### config.mk
export PLATFORM = sky130hd
export DESIGN_NAME = dcache_ctrl
export DESIGN_NICKNAME = d
export VERILOG_FILES = /design/src/rtl/dcache_pkg.sv /design/src/rtl/dcache_lru.sv /design/src/rtl/dcache_ctrl.sv
export SDC_FILE = /design/constraint.sdc
export NUM_CORES = 1
export LEC_CHECK = 0
export ABC_AREA = 1
export CORE_AREA = 2 2 82 84
export DETAILED_ROUTE_END_ITERATION = 6
export DIE_AREA = 0 0 84 86
export DONT_BUFFER_PORTS = 1
export PLACE_DENSITY = 0.72
export SYNTH_ARGS = -nofsm -noshare
export SYNTH_HDL_FRONTEND = slang
export SYNTH_SLANG_ARGS = --single-unit
### constraint.sdc
create_clock -name clk -period 1.85 [get_ports clk]
set_clock_uncertainty 0.1 [all_clocks]
set_input_delay 0.185 -clock clk [delete_from_list [all_inputs] [get_ports clk]]
set_output_delay 0.185 -clock clk [all_outputs]
set_load 0.005 [all_outputs]
### src/rtl/dcache_pkg.sv
// Shared definitions for the 2-way data cache: address field widths, line size
// and controller state encoding, reused by the controller and the arrays.
package dcache_pkg;
    localparam int DC_ADDR_W     = 32;
    localparam int DC_SETS       = 32;
    localparam int DC_IDX_W      = $clog2(DC_SETS);
    localparam int DC_OFFS_W     = 4;
    localparam int DC_TAG_W      = DC_ADDR_W - DC_IDX_W - DC_OFFS_W;
    localparam int DC_LINE_BYTES = 1 << DC_OFFS_W;
    localparam int DC_WAYS       = 2;

    typedef enum logic [2:0] {
        IDLE   = 3'd0,
        LOOKUP = 3'd1,
        WBACK  = 3'd2,
        REFILL = 3'd3,
        UPDATE = 3'd4
    } state_e;
endpackage

### src/rtl/dcache_lru.sv
// One LRU bit per set; the stored bit names the way to evict next.
module dcache_lru
    import dcache_pkg::*;
#(
    parameter int SETS = DC_SETS,
    localparam int IDX_W = $clog2(SETS)
) (
    input  logic             clk,
    input  logic             rstn,
    input  logic [IDX_W-1:0] index,
    input  logic             update,
    input  logic             way,
    output logic             lru_way
);
    logic [SETS-1:0] lru_q;

    always_ff @(posedge clk or negedge rstn) begin
        if (!rstn) begin
            lru_q <= '0;
        end else if (update) begin
            lru_q[index] <= ~way;
        end
    end

    assign lru_way = lru_q[index];
endmodule

### src/rtl/dcache_ctrl.sv
// Two-way write-back data-cache controller: lookup, victim writeback, line refill
// and array update, with one LRU bit per set.
module dcache_ctrl
    import dcache_pkg::*;
#(
    parameter int ADDR_W = DC_ADDR_W,
    parameter int SETS   = DC_SETS,
    parameter int OFFS_W = DC_OFFS_W,
    localparam int IDX_W = $clog2(SETS),
    localparam int TAG_W = ADDR_W - IDX_W - OFFS_W
) (
    input  logic              clk,
    input  logic              rstn,
    // CPU side: cpu_req is held until the single-cycle cpu_ready pulse; a request
    // is taken only in IDLE. Memory side: each *_req is held until its *_done pulse.
    input  logic              cpu_req,
    input  logic              cpu_we,
    input  logic [ADDR_W-1:0] cpu_addr,
    output logic              cpu_ready,
    output logic [IDX_W-1:0]  index,
    output logic              way_sel,
    output logic              valid_write,
    output logic              tag_write,
    output logic              line_write,
    output logic              dirty_set,
    input  logic [1:0]        valid,
    input  logic [1:0]        tag_hit,
    input  logic [1:0]        dirty,
    input  logic [TAG_W-1:0]  victim_tag,
    output logic              mem_rd_req,
    output logic              mem_wr_req,
    output logic [ADDR_W-1:0] mem_addr,
    input  logic              mem_rd_done,
    input  logic              mem_wr_done,
    output state_e            dbg_state
);
    state_e            state_q, state_d;
    logic [TAG_W-1:0]  tag_q;
    logic [IDX_W-1:0]  idx_q;
    logic              we_q;
    logic              victim_q;
    logic [1:0]        hit_vec;
    logic              hit, hit_way, victim;
    logic              lru_way, lru_upd, lru_acc_way;
    logic              unused_offs;

    assign unused_offs = ^cpu_addr[OFFS_W-1:0];

    // tag_hit from an invalid way is meaningless, so it is masked by valid.
    assign hit_vec = valid & tag_hit;
    assign hit     = |hit_vec;
    assign hit_way = ~hit_vec[0];
    assign victim  = !valid[0] ? 1'b0 : (!valid[1] ? 1'b1 : lru_way);

    assign index     = !rstn ? '0 :
                       (state_q == IDLE) ? cpu_addr[OFFS_W +: IDX_W] : idx_q;
    assign dbg_state = state_q;

    always_ff @(posedge clk or negedge rstn) begin
        if (!rstn) begin
            state_q  <= IDLE;
            tag_q    <= '0;
            idx_q    <= '0;
            we_q     <= 1'b0;
            victim_q <= 1'b0;
        end else begin
            state_q <= state_d;
            if (state_q == IDLE && cpu_req) begin
                tag_q <= cpu_addr[ADDR_W-1 -: TAG_W];
                idx_q <= cpu_addr[OFFS_W +: IDX_W];
                we_q  <= cpu_we;
            end
            if (state_q == LOOKUP) begin
                victim_q <= victim;
            end
        end
    end

    always_comb begin
        state_d     = state_q;
        cpu_ready   = 1'b0;
        way_sel     = 1'b0;
        valid_write = 1'b0;
        tag_write   = 1'b0;
        line_write  = 1'b0;
        dirty_set   = 1'b0;
        mem_rd_req  = 1'b0;
        mem_wr_req  = 1'b0;
        mem_addr    = '0;
        lru_upd     = 1'b0;
        lru_acc_way = 1'b0;
        case (state_q)
            IDLE: begin
                if (cpu_req) state_d = LOOKUP;
            end
            LOOKUP: begin
                if (hit) begin
                    cpu_ready   = 1'b1;
                    way_sel     = hit_way;
                    dirty_set   = we_q;
                    lru_upd     = 1'b1;
                    lru_acc_way = hit_way;
                    state_d     = IDLE;
                end else if (valid[victim] && dirty[victim]) begin
                    state_d = WBACK;
                end else begin
                    state_d = REFILL;
                end
            end
            WBACK: begin
                // way_sel points the tag array at the victim so it can supply victim_tag.
                way_sel    = victim_q;
                mem_wr_req = 1'b1;
                mem_addr   = {victim_tag, idx_q, {OFFS_W{1'b0}}};
                if (mem_wr_done) state_d = REFILL;
            end
            REFILL: begin
                mem_rd_req = 1'b1;
                mem_addr   = {tag_q, idx_q, {OFFS_W{1'b0}}};
                if (mem_rd_done) state_d = UPDATE;
            end
            UPDATE: begin
                way_sel     = victim_q;
                valid_write = 1'b1;
                tag_write   = 1'b1;
                line_write  = 1'b1;
                dirty_set   = we_q;
                cpu_ready   = 1'b1;
                lru_upd     = 1'b1;
                lru_acc_way = victim_q;
                state_d     = IDLE;
            end
            default: state_d = IDLE;
        endcase
    end

    dcache_lru #(.SETS(SETS)) u_lru (
        .clk     (clk),
        .rstn    (rstn),
        .index   (index),
        .update  (lru_upd),
        .way     (lru_acc_way),
        .lru_way (lru_way)
    );
endmodule

# Word level (Yosys, flattened, before mapping)

Index checks and enable logic that the tools add are counted.

Register bits: 65
Word-level logic and storage cells: 56

Order comparisons: 3
Equal/unequal tests: 7
Multiplexer cells: 30
Bitwise gates (word level): 3
Reduce and logical (&&, ||, !) cells: 7

Operators with widths:

| kind                 | number |
|---|---|
| $pmux W32 S2         | 1 |
| $bwmux W32           | 1 |
| $mux W1              | 15 |
| $pmux W3 S4          | 1 |
| $mux W5              | 2 |
| $mux W3              | 3 |
| $pmux W1 S2          | 4 |
| $eq A3 B2 Y1 const B | 2 |
| $lt A5 B6 Y1 const B | 1 |
| $ne A2 B2 Y1 const B | 3 |
| $bmux W1 S5          | 1 |
| $demux W1 S5         | 1 |
| $ge A5 B1 Y1 const B | 1 |
| $reduce_or A2 Y1     | 2 |
| $eq A3 B1 Y1 const B | 1 |
| $eq A3 B3 Y1 const B | 1 |
| $logic_and A1 B1 Y1  | 3 |
| $logic_not A3 Y1     | 1 |
| $reduce_and A3 Y1    | 1 |
| $and A2 B2 Y2        | 1 |
| $lt A1 B2 Y1 const B | 1 |
| $mux W2              | 1 |
| $not A1 Y1           | 2 |

# Longest topological paths before layout

Gate-level depths: netlist of run 1.

Depth after elaboration: 13
Depth in mapped cells: 17

# Modules after synthesis

Synthesis of run 1 repeated with hierarchy kept, for this count alone.

Cells, all modules: 413
Area, all modules: 3,658.5 um2

Modules (own cells, without submodules):

| module      | instances | cells each | area an instance (um2) | seq. area each (um2) |
|---|---|---|---|---|
| dcache_ctrl | 1         | 181        | 1,865.5                | 825.8 |
| dcache_lru  | 1         | 232        | 1,793.0                | 800.8 |

# Worst setup path after synthesis of run 1

Ideal clock, no wire load.

Path kind: register -> register
From: register state_q[1] (netlist: dbg_state[1])
To: register state_q[0] (netlist: dbg_state[0])
Library setup time: 0.119 ns
Arrival time: 1.781 ns
Required time: 1.631 ns
Slack: -0.150 ns
Stages on the path, launching flop included: 15
Period minus slack after synthesis: 2.000 ns
Cells stage by stage: dfrtp_1 nor2_4 nand2_4 inv_4 nor2_1 nor3_4 inv_4 nor2_2 nand2_1 nand2_1 nor2_1 nand4_1 nand3_1 nand2_1 nand2_1

Longest elaborated chain between the ends: 13

RTL lines:

| element                                     | line               | source |
|---|---|---|
| from (decl)                                 | dcache_ctrl.sv:37  | `state_e state_q, state_d;` |
| from (signal assigned)                      | dcache_ctrl.sv:67  | `state_q <= state_d;` |
| $logic_not A3 Y1 (*)                        | dcache_ctrl.sv:56  | `(state_q == IDLE) ? cpu_addr[OFFS_W +: IDX_W] : idx_q;` |
| $mux W5 (*)                                 | dcache_ctrl.sv:56  |  |
| $mux W5 (*)                                 | dcache_ctrl.sv:55  | `assign index = !rstn ? '0 :` |
| named net index[2]                          | dcache_ctrl.sv:20  | `output logic [IDX_W-1:0] index,` |
| $bmux W1 S5 (*)                             | dcache_lru.sv:25   | `assign lru_way = lru_q[index];` |
| $mux W1 (implied by the code) (*)           | dcache_lru.sv:25   |  |
| $mux W1 (*) (2 in series)                   | dcache_ctrl.sv:53  | `assign victim = !valid[0] ? 1'b0 : (!valid[1] ? 1'b1 : lru_way);` |
| $mux W1 (implied by the code) (2 in series) | dcache_ctrl.sv:104 | `end else if (valid[victim] && dirty[victim]) begin` |
| $logic_and A1 B1 Y1 (*)                     | dcache_ctrl.sv:104 |  |
| $mux W1 (*)                                 | dcache_ctrl.sv:104 |  |
| $mux W2 (*)                                 | dcache_ctrl.sv:97  | `if (hit) begin` |
| $pmux W3 S4 (*)                             | dcache_ctrl.sv:92  | `case (state_q)` |

Mark *: on every way through the listed nets, which the timed path passes. The rest lies on a longest branch. The select of a mux whose other input is x is not followed.
A chain may end at the register's enable or synchronous reset.

# Worst setup path after layout of run 1

From: register state_q[0] (netlist: dbg_state[0])
To: register state_q[0] (netlist: dbg_state[0])

Longest elaborated chain between the ends: 13

RTL lines:

| element                                     | line |
|---|---|
| $logic_not A3 Y1                            | dcache_ctrl.sv:56, dcache_ctrl.sv:92 |
| $mux W5                                     | dcache_ctrl.sv:56 |
| $mux W5                                     | dcache_ctrl.sv:55 |
| $bmux W1 S5                                 | dcache_lru.sv:25 |
| $mux W1 (implied by the code)               | dcache_lru.sv:25 |
| $mux W1 (2 in series)                       | dcache_ctrl.sv:53 |
| $mux W1 (implied by the code) (2 in series) | dcache_ctrl.sv:104 |
| $logic_and A1 B1 Y1                         | dcache_ctrl.sv:104 |
| $mux W1                                     | dcache_ctrl.sv:104 |
| $mux W2                                     | dcache_ctrl.sv:97 |
| $pmux W3 S4                                 | dcache_ctrl.sv:92 |

Several ways; a longest one is shown, not always the timed one. The select of a mux whose other input is x is not followed.

==> out/metrics.cfg, run 1 <==
[timing]
setup_slack_ns=-0.480
hold_viol=66
finalCriticalPeriod_ns=2.33
slew_viol_final=0
grt_setup_unrepaired=true
setup_viol=71
hold-worst-slack_ns=-0.588
max_clock_freq_mhz=429
fin_crit_sh=1.26
final.setup.tns_ns=-16.01

[floorplan]
initial_utilization=0.563
dieArea_um2=7220
rows=29
die_y_um=86
io_pins=115
die_width_um=84
core_um2=6280

[worst_setup_path]
crit_family=simple AND/OR/NAND/NOR gates
crit_chain=nor2_4, nand2_4, nor2_1, nor3_1, buf_4, nand2_1, nand2_1, nand2_1, nand2_1, nor2_2, nand3_2, nand3_1, nand3_1, nand2_1, nand2_1
criticalPathCategory=reg -> reg
endpoint_kind=register
crit_arrival_ns=2.48
max_stage_delay_ns=0.46
worst-path-buf-inv=1
cp_max_fo=11
critPathSlowestCell=dfrtp_2
cpMostUsedCell=nand2_1
required_ns=2.00
worst_setup_path_start_kind=register

[layout]
area_growth_pct=44.9
drive_above_1_share=0.362
antenna_cells=0
instances_no_fill=607
area.sequential_um2=1630
fill_cells=332
multi_input_area_um2=1910
nets=592

[flow_run]
cap_violations=0

[clock_network]
clock_tree.root_cell=clkbuf_8
clk_pin_slew_ns=0.08
cts_buffers=9
clockBufferDepth=2
cts_sinks=65
cts_tree=built
cts_max_level=3
insertion_delay_ns=0.36

[route]
ant_nets=0
dr.pass1.iters=5
viasPerCell=6.37
drt_wl_total_mm=12.8
first_iter_violations=372
highest_layer=met4
dr_wl_met2_mm=6.38
routedWlPerCell_um=21.2
route.detailed.drc=0
wl_met1_mm=4.52
wl_met3_mm=1.19
vias=3868

[grt]
overflow=0
grt_pass1_wl_mm=17.6
grt_pass1_vias=3625
grt_usage=0.312
grt_max_degree=82
antenna_found_initial=0

[yosys]
ys_types=31
synth.avg_cell_area_um2=8.35
synth_cells=423
yosysSeqAreaShare=0.461
yosysWarningCount=0
synth_area_um2=3530
ys_seq_elements=65

[place]
place_congestion=0.918
dp_cells=527
port_buffers=0
place_hpwl_mm=6.43

[run_status]
status=finished with violations
violations=negative hold slack, negative setup slack

[pwr]
leakage_nw=2.46
power_density_nw_per_um2=1740
power_mw=8.91
vdd_drop_max_uv=1280

[hold_path]
min_path_type=in -> async

## layout make-up
type	instances	share of cell area
clock buffer	12	0.0303
clock inverter	4	0.0100
tap	77	0.0188
multi-input combinational	302	0.372
sequential	65	0.318
inverter	36	0.0323
timing repair buffer	110	0.216
timing repair inverter	1	0.00171
## Yosys cell counts (all sizes together)
cell type,number,area share
a31oi,21,0.037
inv,33,0.036
dfrtp,65,0.46
mux2i,2,0.0057
clkbuf,13,0.014
buf,11,0.020
nor3,8,0.017
a22o,23,0.057
a21boi,1,0.0021
a21oi,36,0.051
nand3,6,0.0099
nand3b,1,0.0021
o21bai,1,0.0021
nor2,59,0.069
mux2,23,0.073
nand4,15,0.027
conb,1,0.0011
clkinv,3,0.0032
nand2,97,0.11
o21ai,4,0.0057
## worst paths after layout
kind / startpoint / to / slack, ns / depth (start not counted)
max in group asynchronous: rstn / dbg_state[1] / 2.07 / 0
min: rstn / we_q / -0.59 / 0
max: dbg_state[0] / dbg_state[0] / -0.48 / 15
max reg2reg: dbg_state[0] / dbg_state[0] / -0.48 / 15
min reg2reg: tag_q[17] / tag_q[17] / 0.41 / 1
min in group clk: valid[0] / dbg_state[0] / -0.01 / 4
## placed cells by master, fill, tap and decap left out, types with 16 or more instances in the layout
cell type	count
dlygate4sd3_1	32
nor2_2	16
inv_1	25
a22o_1	20
a21oi_1	31
buf_6	22
nand2_1	81
buf_4	47
a31oi_1	21
nor2_1	31
mux2_2	23
dfrtp_1	63
## per-stage QoR
step | hold slack [ns] | utilization | cell area, um^2 | setup WS [ns]
2_1_floorplan | -0.211 | - | 3570 | -0.110
3_3_place_gp | -0.209 | 0.628 | 3940 | -0.245
3_5_place_dp | -0.209 | 0.628 | 3940 | -0.312
4_1_cts | -0.583 | 0.770 | 4830 | -0.177
5_1_grt | -0.589 | 0.815 | 5120 | -0.551
6_report | -0.588 | 0.815 | 5120 | -0.480
## power by group
part           switching [mW]  internal, mW  leakage, nW
Sequential              0.470          2.04        0.812
Clock                   0.596         0.697        0.103
Combinational            2.73          2.37         1.55
Total                    3.80          5.11         2.46
## metal layers
layer,up-vias,GRT usage
li1,1628,-
met5,-,0
met3,94,0.0731
met4,0,0.167
met1,1832,0.357
met2,314,0.545
## what timing repair did
item / in CTS / in global routing
setup buffers: 12 / 14
cloned: 5 / 1
hold buffers: 30 / 2
pin swaps: 10 / 13
hold endpoints to repair: 97 / 67
setup endpoints to repair: 66 / 67
gates resized for setup: 62 / 43
## flip-flops by register name, summed over array words and instances, names as in the netlist
| register | count |
|---|---|
| tag_q | 23 |
| dbg_state | 3 |
| victim_q | 1 |
| we_q | 1 |
| idx_q | 5 |
| u_lru.lru_q | 32 |
## worst reg2reg max path, delay by kind of cell (launching register included)
family	cells	cell delay, ns
buffers and inverters	1	0.20
and+or+nand+nor	14	1.46
DFF	1	0.46
## logic make-up (layout without fill, tap and decap cells)
| logic type | Yosys count | in the layout | share of synthesized area |
|---|---|---|---|
| flops | 65 | 65 | 0.461 |
| mux | 25 | 25 | 0.0790 |
| simple gates | 186 | 187 | 0.230 |
| other cells | 1 | 4 | 0.00106 |
| buf+inv | 60 | 163 | 0.0740 |
| compound gates | 86 | 86 | 0.155 |
Power figures use the tool's default switching activity.
==> inputs of run 2 (changes only) <==
Settings changed: ABC_AREA 1 to default, CORE_AREA 2 2 82 84 to 2 2 85 87, DIE_AREA 0 0 84 86 to 0 0 87 89, PLACE_DENSITY 0.72 to 0.73.
==> run 2 against run 1 <==
Against the previous run: the run ends with negative setup slack left; clock-buffer cell count shrank 1; clock power shrank 7%; setup slack lost 0.40 ns; register-to-register slack lost 0.40 ns.
==> out/metrics.cfg, run 2 <==
[route]
routedWlPerCell_um=30.0
first_iter_violations=682
drt_wl_total_mm=17.4
route.detailed.drc=0
ant_nets=0
dr.pass1.iters=7
viasPerCell=7.23
vias=4201

[hold_path]
hold_path.startpoint=valid[0]
min_path_type=in -> reg

[yosys]
synthFlopType=dfrtp_1
synthAdderAreaFrac=0
ys_types=55
synth.most_common_cell=dfrtp_1
yosys.area_share.simple=0.198
yosysSeqAreaShare=0.421
synth-edff-count=0
synth_top_family_by_area=multiplexers
ys_seq_elements=65
async_flop_share=1.00
yosysTopAreaCellShare=0.421
yosys-mux-area-fraction=0.263
synth-compound-area-share=0.0720
yosysWarningCount=0
synth_common_cells=dfrtp_1, nand2_1, mux2_2, nor2_1, mux2i_1
yosysTopAreaCell=dfrtp_1
synth-xor-area-share=0
synth_area_um2=3860
synth.area.top_cells=dfrtp_1, mux2_2, mux2i_1, nand2_1, mux2_1
synth.avg_cell_area_um2=10.1
synth_cells=384

[worst_setup_path]
cp_max_fo=7
r2r_start=dbg_state[0]
endpoint_kind=register
cp-startpoint=dbg_state[0]
worst_setup_path_start_kind=register
crit_arrival_ns=2.93
required_ns=2.04
criticalPathCategory=reg -> reg

[grt]
antenna_found_initial=0
grt_pass1_wl_mm=21.3
grt_pass1_vias=3814
overflow=0
grt_max_degree=66
grt_usage=0.376

[timing]
setup_slack_ns=-0.882
hold-worst-slack_ns=0.00605
final.setup.tns_ns=-36.78
max_clock_freq_mhz=366
grt_setup_unrepaired=true
hold_viol=0
setup_viol=104
finalCriticalPeriod_ns=2.73
fin_crit_sh=1.48
slew_viol_final=0

[pwr]
leakage_nw=2.83
power_mw=10.5
power_density_nw_per_um2=1710
vdd_drop_max_uv=1160

[layout]
fill_cells=213
top_register=u_lru.lru_q
area_growth_pct=59.4
layout_common_cells=dfrtp_1, mux2_4, nand2_1, buf_6
drive_above_1_share=0.525
nets=563
final_common_cell=dfrtp_1
antenna_cells=0
instances_no_fill=581
top_regs=u_lru.lru_q (32), tag_q (23), idx_q (5)
largest_reg_flops=32

[floorplan]
die_y_um=89
initial_utilization=0.574
dieArea_um2=7740
io_pins=115
rows=30
core_um2=6720
die_width_um=87

[clock_network]
insertion_delay_ns=0.37
cts_max_level=3
cts_tree=built
clockBufferDepth=2
clk_pin_slew_ns=0.09
cts_sinks=65
clock_tree.root_cell=clkbuf_8
cts_buffers=9

[run_status]
status=finished with violations
violations=negative setup slack

[flow_run]
cap_violations=0

[place]
port_buffers=0
place_hpwl_mm=6.54
post-place-ws_ns=-0.594
dp_cells=489
place_congestion=0.859

-- run 2: cell count changes in the layout (fill, tap and decap cells not counted), sizes merged, moves of 23 or more --
cell	change
a21oi	-29
a22o	-23
inv	-25
mux2	+44
mux2i	+24
nand2	-34
nor2	-26
-- run 2: area by class of cell --
type                    count  area [um^2]  share of cell area
clock buffers              11          141              0.0230
clock inverters             5         40.0             0.00651
inverters                   8         35.0             0.00570
multi-input cells         286         2730               0.444
flip-flops and latches     65         1630               0.265
well taps                  80          100              0.0163
repair buffers            126         1470               0.239
-- run 2: cell families after synthesis --
family                 count (synthesis)
AO/OA/AOI/OAI                         36
buffers and inverters                 36
flip-flops                            65
multiplexers                          93
other                                  1
AND/OR/NAND/NOR                      153
-- run 2: final timing paths --
| path | end | slack (ns) | cells past startpoint |
|---|---|---|---|
| worst max-delay path | dbg_state[0] | -0.88 | 9 |
| worst min-delay path | dbg_state[0] | 0.006 | 2 |
| worst max register to register | dbg_state[0] | -0.88 | 9 |
| worst min register to register | tag_q[11] | 0.41 | 1 |
| max in group asynchronous | we_q | 1.09 | 2 |
| min in group asynchronous | tag_q[13] | 0.26 | 2 |
-- run 2: through the flow --
step                 util  instance area [um^2]
floorplan               -                  4200
global placement    0.669                  4500
detailed placement  0.669                  4500
CTS                 0.844                  5670
global route        0.915                  6150
finish              0.915                  6150
-- run 2: timing repair --
item / 4_1_cts / 5_1_grt
resized for setup: 78 / 102
setup endpoints to repair: 99 / 104
gates cloned: 8 / 0
hold endpoints to repair: 98 / 1
setup buffers: 17 / 28
pin swaps: 15 / 34
hold buffers: 34 / 1
-- run 2: worst max-delay path: stages (launching register included) --
cell and delay [ns]:
dfrtp_2 0.47, buf_4 0.17, o311a_4 0.36, a31oi_1 0.16, buf_4 0.21, o211ai_1 0.16, a32oi_1 0.35, o211ai_2 0.16
and3b_1 0.30, o211a_1 0.22
-- run 2: power breakdown --
part | internal [mW] | switching, mW
Sequential | 2.02 | 0.562
Combinational | 3.60 | 3.13
Clock | 0.531 | 0.669
Total | 6.15 | 4.36
-- run 2: per-layer routing --
metal,track usage,routed length (um),vias up
li1,-,-,1561
met3,0.0868,2060,155
met5,0,0,-
met2,0.604,8100,476
met4,0.216,1360,0
met1,0.468,5890,2009
